`config.mk`:
```
export PLATFORM = sky130hd
export DESIGN_NAME = button_event_queue
export DESIGN_NICKNAME = d
export VERILOG_FILES = /design/src/rtl/btn_pkg.sv /design/src/rtl/rr_arbiter.sv /design/src/rtl/button_event_queue.sv
export SDC_FILE = /design/constraint.sdc
export NUM_CORES = 1
export LEC_CHECK = 0
export CAP_MARGIN = 20
export CELL_PAD_IN_SITES_DETAIL_PLACEMENT = 0
export CELL_PAD_IN_SITES_GLOBAL_PLACEMENT = 2
export CORE_ASPECT_RATIO = 0.75
export CORE_UTILIZATION = 34
export DETAILED_ROUTE_END_ITERATION = 8
export PLACE_DENSITY_LB_ADDON = 0.1
export RECOVER_POWER = 25
export SYNTH_ARGS = -nofsm -noshare
export SYNTH_HDL_FRONTEND = slang
export SYNTH_SLANG_ARGS = --single-unit
```
`constraint.sdc`:
```
create_clock -name clock -period 4.6 [get_ports clock]
set_clock_uncertainty 0.1 [all_clocks]
set_input_delay 0.46 -clock clock [delete_from_list [all_inputs] [get_ports clock]]
set_output_delay 0.46 -clock clock [all_outputs]
set_load 0.005 [all_outputs]
```
`src/rtl/btn_pkg.sv`:
```
// Shared types and constants for the button event path.
package btn_pkg;

    localparam int MAX_BTN = 8;
    localparam logic [7:0] DROP_SAT = 8'hFF;

    typedef logic [2:0] btn_id_t;

    function automatic logic [3:0] count_ones(input logic [MAX_BTN-1:0] v);
        logic [3:0] n;
        n = '0;
        for (int i = 0; i < MAX_BTN; i++) begin
            n = n + {3'b000, v[i]};
        end
        return n;
    endfunction

endpackage

```
`src/rtl/rr_arbiter.sv`:
```
// Combinational round-robin pick: searches upward from last+1, wrapping at N.
module rr_arbiter #(
    parameter int N    = 4,
    parameter int ID_W = $clog2(N)
) (
    input  logic [N-1:0]    req,
    input  logic [ID_W-1:0] last,
    output logic            gnt_valid,
    output logic [ID_W-1:0] gnt_id
);

    logic [ID_W-1:0] idx;

    always_comb begin
        gnt_valid = 1'b0;
        gnt_id    = '0;
        idx       = '0;
        for (int k = 1; k <= N; k++) begin
            idx = ID_W'((int'(last) + k) % N);
            if (!gnt_valid && req[idx]) begin
                gnt_valid = 1'b1;
                gnt_id    = idx;
            end
        end
    end

endmodule

```
`src/rtl/button_event_queue.sv`:
```
// Captures debounced press pulses, arbitrates them round-robin and queues
// button IDs in a small FIFO drained by the control FSM over valid/ready.
module button_event_queue
    import btn_pkg::*;
#(
    parameter int NUM_BTN = 4,
    parameter int DEPTH   = 4,
    parameter int ID_W    = $clog2(NUM_BTN)
) (
    input  logic               clock,
    input  logic               reset,
    input  logic [NUM_BTN-1:0] btn_pulse,
    input  logic               flush,
    output logic               evt_valid,
    output logic [ID_W-1:0]    evt_id,
    input  logic               evt_ready,
    output logic [NUM_BTN-1:0] pending,
    output logic               overflow,
    output logic [7:0]         drop_count
);

    localparam int PTR_W = $clog2(DEPTH);
    localparam int CNT_W = PTR_W + 1;

    logic [NUM_BTN-1:0] pending_q, pending_d;
    logic [ID_W-1:0]    last_grant_q, last_grant_d;
    logic [PTR_W-1:0]   wr_ptr_q, wr_ptr_d;
    logic [PTR_W-1:0]   rd_ptr_q, rd_ptr_d;
    logic [CNT_W-1:0]   count_q, count_d;
    logic               overflow_q, overflow_d;
    logic [7:0]         drop_count_q, drop_count_d;
    logic [ID_W-1:0]    mem_q [DEPTH];
    logic [ID_W-1:0]    mem_d [DEPTH];

    logic               gnt_valid;
    logic [ID_W-1:0]    gnt_id;
    logic               push;
    logic               pop;
    logic [NUM_BTN-1:0] gnt_mask;
    logic [NUM_BTN-1:0] merge;
    logic [MAX_BTN-1:0] merge_ext;
    logic [8:0]         drop_sum;

    rr_arbiter #(
        .N    (NUM_BTN),
        .ID_W (ID_W)
    ) u_arbiter (
        .req       (pending_q),
        .last      (last_grant_q),
        .gnt_valid (gnt_valid),
        .gnt_id    (gnt_id)
    );

    // A full FIFO blocks the grant even when the head is popped this cycle.
    assign push     = gnt_valid && (count_q < CNT_W'(DEPTH)) && !flush;
    assign pop      = (count_q != '0) && evt_ready && !flush;
    assign gnt_mask = push ? (NUM_BTN'(1) << gnt_id) : '0;
    assign merge    = btn_pulse & pending_q & ~gnt_mask;

    always_comb begin
        pending_d    = pending_q;
        last_grant_d = last_grant_q;
        wr_ptr_d     = wr_ptr_q;
        rd_ptr_d     = rd_ptr_q;
        count_d      = count_q;
        overflow_d   = overflow_q;
        drop_count_d = drop_count_q;
        mem_d        = mem_q;
        merge_ext    = '0;
        merge_ext[NUM_BTN-1:0] = merge;
        drop_sum     = {1'b0, drop_count_q} + {5'b00000, count_ones(merge_ext)};

        if (flush) begin
            pending_d    = '0;
            wr_ptr_d     = '0;
            rd_ptr_d     = '0;
            count_d      = '0;
            overflow_d   = 1'b0;
            drop_count_d = '0;
        end else begin
            pending_d = (pending_q & ~gnt_mask) | btn_pulse;
            if (merge != '0) begin
                overflow_d = 1'b1;
            end
            drop_count_d = (drop_sum > {1'b0, DROP_SAT}) ? DROP_SAT : drop_sum[7:0];
            if (push) begin
                mem_d[wr_ptr_q] = gnt_id;
                wr_ptr_d        = wr_ptr_q + PTR_W'(1);
                last_grant_d    = gnt_id;
            end
            if (pop) begin
                rd_ptr_d = rd_ptr_q + PTR_W'(1);
            end
            case ({push, pop})
                2'b10:   count_d = count_q + CNT_W'(1);
                2'b01:   count_d = count_q - CNT_W'(1);
                default: count_d = count_q;
            endcase
        end
    end

    // Last grant resets to the top index so button 0 wins the first search.
    always_ff @(posedge clock or posedge reset) begin
        if (reset) begin
            pending_q    <= '0;
            last_grant_q <= ID_W'(NUM_BTN - 1);
            wr_ptr_q     <= '0;
            rd_ptr_q     <= '0;
            count_q      <= '0;
            overflow_q   <= 1'b0;
            drop_count_q <= '0;
            for (int i = 0; i < DEPTH; i++) begin
                mem_q[i] <= '0;
            end
        end else begin
            pending_q    <= pending_d;
            last_grant_q <= last_grant_d;
            wr_ptr_q     <= wr_ptr_d;
            rd_ptr_q     <= rd_ptr_d;
            count_q      <= count_d;
            overflow_q   <= overflow_d;
            drop_count_q <= drop_count_d;
            mem_q        <= mem_d;
        end
    end

    assign evt_valid  = (count_q != '0);
    assign evt_id     = evt_valid ? mem_q[rd_ptr_q] : '0;
    assign pending    = pending_q;
    assign overflow   = overflow_q;
    assign drop_count = drop_count_q;

endmodule

```
==> results of run 1 <==
==> flip-flops by register name (all words and copies together) (netlist names) <==
name,flops
count_q,3
last_grant_q,2
wr_ptr_q,2
pending,4
rd_ptr_q,2
overflow,1
mem_q,8
drop_count,8
==> Yosys cell counts, types with 2 or more instances <==
cell type / number
sky130_fd_sc_hd__nor2_1: 13
sky130_fd_sc_hd__a21oi_1: 13
sky130_fd_sc_hd__and2_1: 3
sky130_fd_sc_hd__nand2b_1: 7
sky130_fd_sc_hd__mux4_2: 2
sky130_fd_sc_hd__xnor2_1: 4
sky130_fd_sc_hd__o21bai_1: 2
sky130_fd_sc_hd__nor3b_1: 2
sky130_fd_sc_hd__nor4b_1: 2
sky130_fd_sc_hd__nor3_1: 7
sky130_fd_sc_hd__buf_2: 2
sky130_fd_sc_hd__xor2_1: 4
sky130_fd_sc_hd__dfstp_2: 2
sky130_fd_sc_hd__nand2_1: 16
sky130_fd_sc_hd__and3_1: 4
sky130_fd_sc_hd__inv_1: 11
sky130_fd_sc_hd__nor4_1: 2
sky130_fd_sc_hd__o21ai_0: 9
sky130_fd_sc_hd__nand3_1: 3
sky130_fd_sc_hd__clkbuf_1: 3
sky130_fd_sc_hd__fa_1: 4
sky130_fd_sc_hd__dfrtp_1: 28
sky130_fd_sc_hd__mux2_2: 4
sky130_fd_sc_hd__or3_1: 2
sky130_fd_sc_hd__mux2i_1: 2
sky130_fd_sc_hd__nand2_2: 2
sky130_fd_sc_hd__ha_1: 5
==> worst max-delay path, cell delays in order (launching register included) <==
cell                       delay (ps)
sky130_fd_sc_hd__dfstp_2          560
sky130_fd_sc_hd__nand2b_1         200
sky130_fd_sc_hd__a21boi_1         110
sky130_fd_sc_hd__or3_1            460
sky130_fd_sc_hd__o311ai_0         500
sky130_fd_sc_hd__fa_1             540
sky130_fd_sc_hd__fa_1             420
sky130_fd_sc_hd__inv_1             90
sky130_fd_sc_hd__fa_1             220
sky130_fd_sc_hd__and3_1           200
sky130_fd_sc_hd__and3_1           210
sky130_fd_sc_hd__nand3_1          200
sky130_fd_sc_hd__a21oi_1          200
==> cell families after synthesis <==
| kind of cell | Yosys count | synth area share |
|---|---|---|
| AO/OA/AOI/OAI | 33 | 0.124 |
| XOR/XNOR | 9 | 0.0491 |
| adder cells (fa/ha/maj) | 9 | 0.0812 |
| buffers and inverters | 17 | 0.0420 |
| flip-flops | 30 | 0.429 |
| multiplexers | 8 | 0.0627 |
| AND/OR/NAND/NOR | 69 | 0.212 |
==> worst max-delay path by stage <==
stage	start	endpoint	slack, ps	cells after the start
final	last_grant_q[0]	drop_count[0]	500	12
after global routing	last_grant_q[0]	drop_count[3]	200	12
after CTS	last_grant_q[0]	drop_count[0]	450	12
after detailed placement	last_grant_q[0]	drop_count[0]	490	12
after global placement	last_grant_q[0]	drop_count[0]	660	12
after floorplan	last_grant_q[0]	drop_count[0]	920	12
==> placed cells by master, fill, tap and decap left out, types with 3 or more instances in the layout <==
master | synthesis | final
sky130_fd_sc_hd__xor2_1 | 4 | 4
sky130_fd_sc_hd__a21oi_1 | 13 | 13
sky130_fd_sc_hd__and2_1 | 3 | 3
sky130_fd_sc_hd__fa_1 | 4 | 4
sky130_fd_sc_hd__nand3_1 | 3 | 3
sky130_fd_sc_hd__and3_1 | 4 | 4
sky130_fd_sc_hd__nor3_1 | 7 | 7
sky130_fd_sc_hd__clkbuf_8 | 0 | 8
sky130_fd_sc_hd__ha_1 | 5 | 5
sky130_fd_sc_hd__nor2_1 | 13 | 13
sky130_fd_sc_hd__clkdlybuf4s50_1 | 0 | 22
sky130_fd_sc_hd__mux2_2 | 4 | 4
sky130_fd_sc_hd__inv_1 | 11 | 11
sky130_fd_sc_hd__nand2b_1 | 7 | 7
sky130_fd_sc_hd__nand2_1 | 16 | 16
sky130_fd_sc_hd__o21ai_0 | 9 | 9
sky130_fd_sc_hd__xnor2_1 | 4 | 4
sky130_fd_sc_hd__dfrtp_1 | 28 | 28
==> power by group <==
part	total, mW	internal (mW)	leakage, nW	switching [mW]
logic	0.396	0.206	0.500	0.190
registers	0.424	0.343	0.388	0.0806
clock network	0.247	0.151	0.0575	0.0959
==> metal layers <==
metal / part of all wire / vias to the layer above / GRT usage
met5: 0 / - / 0
met1: 0.52 / 666 / 0.242
met4: 0.0060 / 0 / 0.0445
li1: - / 656 / -
met2: 0.44 / 27 / 0.249
met3: 0.026 / 2 / 0.0401
==> final cells by class <==
| cell class | instances | area [um^2] | share of cell area |
|---|---|---|---|
| multi-input combinational | 128 | 930 | 0.432 |
| sequential | 30 | 753 | 0.350 |
| timing repair buffer | 25 | 241 | 0.112 |
| clock buffer | 8 | 110 | 0.0512 |
| tap | 60 | 75.1 | 0.0349 |
| inverter | 11 | 41.3 | 0.0192 |
==> implementation parameters, run 1 <==
Parameter                              Value

Clock tree
  TritonCTS clock tree ... done
  Max clock buf depth ... 2
  Clk sinks ... 30
  Clock insertion delay at the later pin of the skew report ... 270 ps
  Setup bufs post-CTS ... 0
  Clk Tree Root Cell ... sky130_fd_sc_hd__clkbuf_8
  H-tree levels ... 2
  Gates resized, CTS repair ... 0
  Clock-pin transition on the worst setup and hold timing paths ... 70 ps
  TritonCTS Buffers ... 5
  CTS Hold Bufs ... 0

Place
  GP Congestion ... 0.760
  HPWL reported at the end of detailed placement ... 2980 um
  Buffers on Ports ... 23
  Worst slack, placed ... 495 ps
  Placed cell count ... 254
  Standard cell area after detailed placement ... 2060 um^2

Synth
  Synth async-reset ratio ... 1.00
  Post-synthesis cell count ... 175
  Total of flip-flops plus latches after synthesis ... 30
  Prevailing post-synth register cell ... sky130_fd_sc_hd__dfrtp_1
  Dominant cell type by area after synthesis ... sky130_fd_sc_hd__dfrtp_1
  Number of flops mapped to enable cells by yosys ... 0
  Post-synthesis cell area ... 1760 um^2
  Sequential area share after synthesis ... 0.429
  Cell variety after synth ... 44
  Synth top area cells ... sky130_fd_sc_hd__dfrtp_1 40%, sky130_fd_sc_hd__fa_1 4.6%, sky130_fd_sc_hd__a21oi_1 3.7%
  Area fraction of the dominant cell type after synthesis ... 0.399
  Syn nets ... 192
  Yosys warning total ... 0
  Avg Inst Size Synth ... 10.0 um^2

STA
  Share of the cycle needed by the critical path after routing ... 0.892
  Pin slew with the least headroom to its limit ... 1080 ps
  Worst-case headroom to the max-slew limit ... 0.278
  Setup repair after global routing missed its margin ... no
  Post-route worst hold slack ... 384 ps
  Fmax ... 244 MHz
  Sum of negative setup slack ... 0 ps
  Final Hold Fails ... 0
  Max-slew violation total from the final report ... 0
  Number of setup violations in the final report ... 0
  Min Tclk post-route ... 4100 ps
  Post-route setup slack ... 497 ps

Final layout
  Proportion of layout cells with a drive suffix above 1 ... 0.129
  Final standard cell count with taps included and fillers excluded ... 262
  Synthesis-to-layout area growth ... 22.4%
  Filler instances ... 473
  Final standard cell utilization of the core ... 0.437
  Design area ... 2150 um^2
  # nets final ... 218
  Number of diodes ... 0

Worst setup path
  Worst Path Max Fanout ... 6
  Arrival time at the worst endpoint ... 4190 ps
  Reg-to-reg critical path startpoint ... last_grant_q[0]
  Worst reg2reg path depth ... 12
  Kind of start point of the critical path ... flip-flop
  Type of the worst setup path ... flip-flop to flip-flop
  R2R Path End ... drop_count[0]
  Endpoint kind of the worst setup timing path ... flip-flop
  Crit path required time ... 4690 ps
  Minimum setup slack among reg-to-reg paths ... 500 ps

Min path
  Hold path start ... mem_q[2]
  Worst hold path endpoint ... mem_q[2]
  Type of the worst min-delay path ... flip-flop to flip-flop
  Cells on Worst Hold Path ... 2

Floorplan
  Core footprint ... 4930 um^2
  Overall die width ... 85 um
  Number of top-level pins ... 24
  Die footprint ... 5460 um^2
  Site row count ... 22
  Floorplan die height ... 64.3 um
  Initial standard-cell utilization of the core ... 0.357

Power
  Worst vdd rail ir drop ... 0.000185 V
  Power per cell area ... 496 nW/um^2
  LEAKAGE ... 0.946 nW
  Overall power of the completed layout ... 1.07 mW

Routing
  Via count of the routed design ... 1351
  DRC ... 0
  Sum of routed wire length over all layers ... 4030 um
  DR vias/cell ... 5.16
  Number of detailed-route iterations in the first pass ... 4
  Post-detailed-route wirelength per cell ... 15.4 um
  Initial drt markers ... 55
  DRT antenna net count ... 0

GRT
  Pin count of the biggest net entering global routing ... 24
  Overall overflow remaining after global route ... 0
  Global-route wire length before repair ... 7010 um
  Antenna violations before repair ... 0
  Total global routing track utilization ... 0.167
  Number of global-route vias before repair ... 1396

Run
  Number of max-cap violations ... 0

Status
  Result of the run ... finished clean
(Power assumes the default switching activity.)
==> run 2: changes to the inputs <==
--- a/config.mk
+++ b/config.mk
@@ -5,6 +5,7 @@
 export SDC_FILE = /design/constraint.sdc
 export NUM_CORES = 1
 export LEC_CHECK = 0
+export ABC_CLOCK_PERIOD_IN_PS = 4600
 export CAP_MARGIN = 20
 export CELL_PAD_IN_SITES_DETAIL_PLACEMENT = 0
 export CELL_PAD_IN_SITES_GLOBAL_PLACEMENT = 2
@@ -13,6 +14,7 @@
 export DETAILED_ROUTE_END_ITERATION = 8
 export PLACE_DENSITY_LB_ADDON = 0.1
 export RECOVER_POWER = 25
+export SKIP_CTS_REPAIR_TIMING = 1
 export SYNTH_ARGS = -nofsm -noshare
 export SYNTH_HDL_FRONTEND = slang
 export SYNTH_SLANG_ARGS = --single-unit
==> results of run 2 <==
Final layout, timing and power as in run 1 (identical DEF).
==> run 3: changes to the inputs <==
--- a/config.mk
+++ b/config.mk
@@ -10,10 +10,11 @@
 export CELL_PAD_IN_SITES_DETAIL_PLACEMENT = 0
 export CELL_PAD_IN_SITES_GLOBAL_PLACEMENT = 2
 export CORE_ASPECT_RATIO = 0.75
-export CORE_UTILIZATION = 34
+export CORE_UTILIZATION = 36
+export CTS_BUF_LIST = sky130_fd_sc_hd__clkbuf_4 sky130_fd_sc_hd__clkbuf_8
 export DETAILED_ROUTE_END_ITERATION = 8
 export PLACE_DENSITY_LB_ADDON = 0.1
-export RECOVER_POWER = 25
+export RECOVER_POWER = 50
 export SKIP_CTS_REPAIR_TIMING = 1
 export SYNTH_ARGS = -nofsm -noshare
 export SYNTH_HDL_FRONTEND = slang
==> run 3 against run 2 <==
  * Die area shrank 5.4%
  * Maximum frequency grew 1.7%
  * Highest routed layer unchanged
  * First-iteration DRC count is the same
  * Flip-flop and latch count is the same
  * Worst setup slack gained 69 ps
  * The run now ends with capacitance limit, slew limit left
  * Critical path depth is the same
  * Final area shrank 0.64%
  * Clock power shrank 8.5%
  * Count of clock-buffer cells in the layout shrank 2
  * Largest cell class unchanged
  * Total power shrank 2.8%
==> implementation parameters, run 3 (same netlist as run 1, synthesis figures left out) <==
Parameter                              Value

Floorplan
  Site row count ... 21 (-4.5%)
  Initial standard-cell utilization of the core ... 0.384 (+0.0277)
  Overall die width ... 82.7 um (-2.8%)
  Die footprint ... 5170 um^2 (-5.4%)
  Core footprint ... 4570 um^2 (-7.2%)
  Number of top-level pins ... 24 (unchanged)
  Floorplan die height ... 62.5 um (-2.7%)

Routing
  DR WL met2 ... 1700 um (-4.5%)
  Uppermost layer routed ... met4
  Met1 WL ... 2060 um (-2.6%)
  Post-detailed-route wirelength per cell ... 14.9 um (-3.0%)
  Routed met3 length ... 115 um (+8.5%)
  DR vias/cell ... 5.12 (-0.73%)
  Sum of routed wire length over all layers ... 3900 um (-3.4%)
  DRC ... 0 (unchanged)
  Via count of the routed design ... 1336 (-1.1%)
  Initial drt markers ... 55 (unchanged)
  DRT antenna net count ... 0 (unchanged)
  Number of detailed-route iterations in the first pass ... 4 (unchanged)

Place
  Worst slack, placed ... 546 ps (+51.0 ps)
  GP Congestion ... 0.783 (+3.1%)
  HPWL reported at the end of detailed placement ... 2840 um (-4.8%)
  Placed cell count ... 253 (-0.39%)
  Buffers on Ports ... 23 (unchanged)

Worst setup path
  Kind of start point of the critical path ... flip-flop
  Endpoint kind of the worst setup timing path ... flip-flop
  Worst Path Max Fanout ... 6 (unchanged)
  Reg-to-reg critical path startpoint ... last_grant_q[0]
  Type of the worst setup path ... flip-flop to flip-flop
  Worst reg2reg path depth ... 12 (unchanged)
  Minimum setup slack among reg-to-reg paths ... 570 ps (+70 ps)
  R2R Path End ... drop_count[5]
  Crit path required time ... 4700 ps (about the same)
  Arrival time at the worst endpoint ... 4130 ps (-60 ps)

Power
  Overall power of the completed layout ... 1.04 mW (-2.8%)
  Power per cell area ... 485 nW/um^2 (-2.2%)
  LEAKAGE ... 0.944 nW (-0.19%)
  Worst vdd rail ir drop ... 0.000187 V (+0.96%)

Run
  Number of max-cap violations ... 1 (+1)

STA
  Post-route setup slack ... 567 ps (+69.5 ps)
  Share of the cycle needed by the critical path after routing ... 0.877 (-0.0151)
  Setup repair after global routing missed its margin ... no
  Number of setup violations in the final report ... 0 (unchanged)
  Max-slew violation total from the final report ... 31 (+31)
  Pin slew with the least headroom to its limit ... 1640 ps (+559 ps)
  Worst-case headroom to the max-slew limit ... -0.0949 (-0.373)
  Sum of negative setup slack ... 0 ps (unchanged)
  Min Tclk post-route ... 4030 ps (-69.5 ps)
  Fmax ... 248 MHz (+1.7%)
  Final Hold Fails ... 0 (unchanged)

Clock tree
  Clk sinks ... 30 (unchanged)
  Clock insertion delay at the later pin of the skew report ... 280 ps (about the same)
  Clk Tree Root Cell ... sky130_fd_sc_hd__clkbuf_8
  Clock-pin transition on the worst setup and hold timing paths ... 70 ps (about the same)
  TritonCTS clock tree ... done
  H-tree levels ... 2 (unchanged)
  Max clock buf depth ... 2 (unchanged)
  TritonCTS Buffers ... 5 (unchanged)

GRT
  Total global routing track utilization ... 0.178 (+0.0105)
  Overall overflow remaining after global route ... 0 (unchanged)
  Antenna violations before repair ... 0 (unchanged)
  Global-route wire length before repair ... 6910 um (-1.4%)
  Pin count of the biggest net entering global routing ... 31 (+29%)
  Number of global-route vias before repair ... 1397 (+0.072%)

Final layout
  Filler instances ... 444 (-6.1%)
  Proportion of layout cells with a drive suffix above 1 ... 0.123 (-0.00616)
  Most common cell after layout, fill and taps aside ... sky130_fd_sc_hd__dfrtp_1
  Number of diodes ... 0 (unchanged)
  Area of the multi-input gates ... 927 um^2 (-0.27%)
  Synthesis-to-layout area growth ... 21.7%
  Sequential standard cell area ... 753 um^2 (unchanged)
  Highest-count cells in the layout ignoring fill and taps ... 28 x sky130_fd_sc_hd__dfrtp_1, 19 x sky130_fd_sc_hd__clkdlybuf4s50_1, 17 x sky130_fd_sc_hd__nand2_1
  Final standard cell count with taps included and fillers excluded ... 261 (-0.38%)
  # nets final ... 220 (+0.92%)

Status
  Result of the run ... finished, violations left
  Failing checks ... capacitance limit, slew limit

Min path
  Worst hold path endpoint ... mem_q[4]
  Type of the worst min-delay path ... flip-flop to flip-flop
  Cells on Worst Hold Path ... 2 (unchanged)
  Hold path start ... mem_q[4]
## run 3: cell types whose count changed in the layout (fill, tap and decap cells not counted), moves of 2 or more
cell and change:
sky130_fd_sc_hd__clkbuf_8 -2, sky130_fd_sc_hd__clkbuf_1 +2, sky130_fd_sc_hd__clkdlybuf4s50_1 -3, sky130_fd_sc_hd__dlygate4sd3_1 +3
## run 3: worst max-delay path, stage by stage, from the launching register on
cell and delay [ps]:
sky130_fd_sc_hd__dfstp_2 570, sky130_fd_sc_hd__nand2b_1 200, sky130_fd_sc_hd__a21boi_1 120, sky130_fd_sc_hd__or3_1 460, sky130_fd_sc_hd__o311ai_0 440, sky130_fd_sc_hd__fa_1 520, sky130_fd_sc_hd__fa_1 420, sky130_fd_sc_hd__inv_1 90
sky130_fd_sc_hd__fa_1 230, sky130_fd_sc_hd__and3_1 200, sky130_fd_sc_hd__and3_1 200, sky130_fd_sc_hd__nand3_1 210, sky130_fd_sc_hd__a21oi_1 200
## run 3: power by group
| part | total [mW] | internal (mW) | switching, mW |
|---|---|---|---|
| Combinational | 0.388 | 0.201 | 0.187 |
| Clock | 0.226 | 0.120 | 0.106 |
| Sequential | 0.423 | 0.343 | 0.0802 |
## run 3: routing by layer
metal,vias up,track usage
met5,-,0
met4,0,0.0388
met3,2,0.0438
met2,15,0.258
met1,655,0.265
li1,664,-
## run 3: metrics by stage
| step | hold slack [ps] | utilization | area (um^2) |
|---|---|---|---|
| 2_1_floorplan | 345 | - | 1760 |
| 4_1_cts | 413 | 0.470 | 2150 |
| 5_1_grt | 445 | 0.467 | 2140 |
| 3_5_place_dp | 397 | 0.450 | 2060 |
| 6_report | 403 | 0.467 | 2140 |
| 3_3_place_gp | 357 | 0.450 | 2060 |
## run 3: how the worst max path moves through the flow
stage                          startpoint       endpoint  slack (ps)  cells after the start
after global placement    last_grant_q[0]  drop_count[0]         640                     12
after detailed placement            flush  drop_count[1]         550                     12
after global routing      last_grant_q[0]  drop_count[2]         230                     12
after floorplan           last_grant_q[0]  drop_count[0]         920                     12
final                     last_grant_q[0]  drop_count[5]         570                     12
after CTS                 last_grant_q[0]  drop_count[1]         540                     12
## run 3: final cells by class
| class | instances | share of cell area |
|---|---|---|
| well taps | 57 | 0.0334 |
| clock inverters | 2 | 0.00585 |
| inverters | 11 | 0.0193 |
| multi-input cells | 128 | 0.434 |
| flip-flops and latches | 30 | 0.352 |
| repair buffers | 27 | 0.117 |
| clock buffers | 6 | 0.0386 |
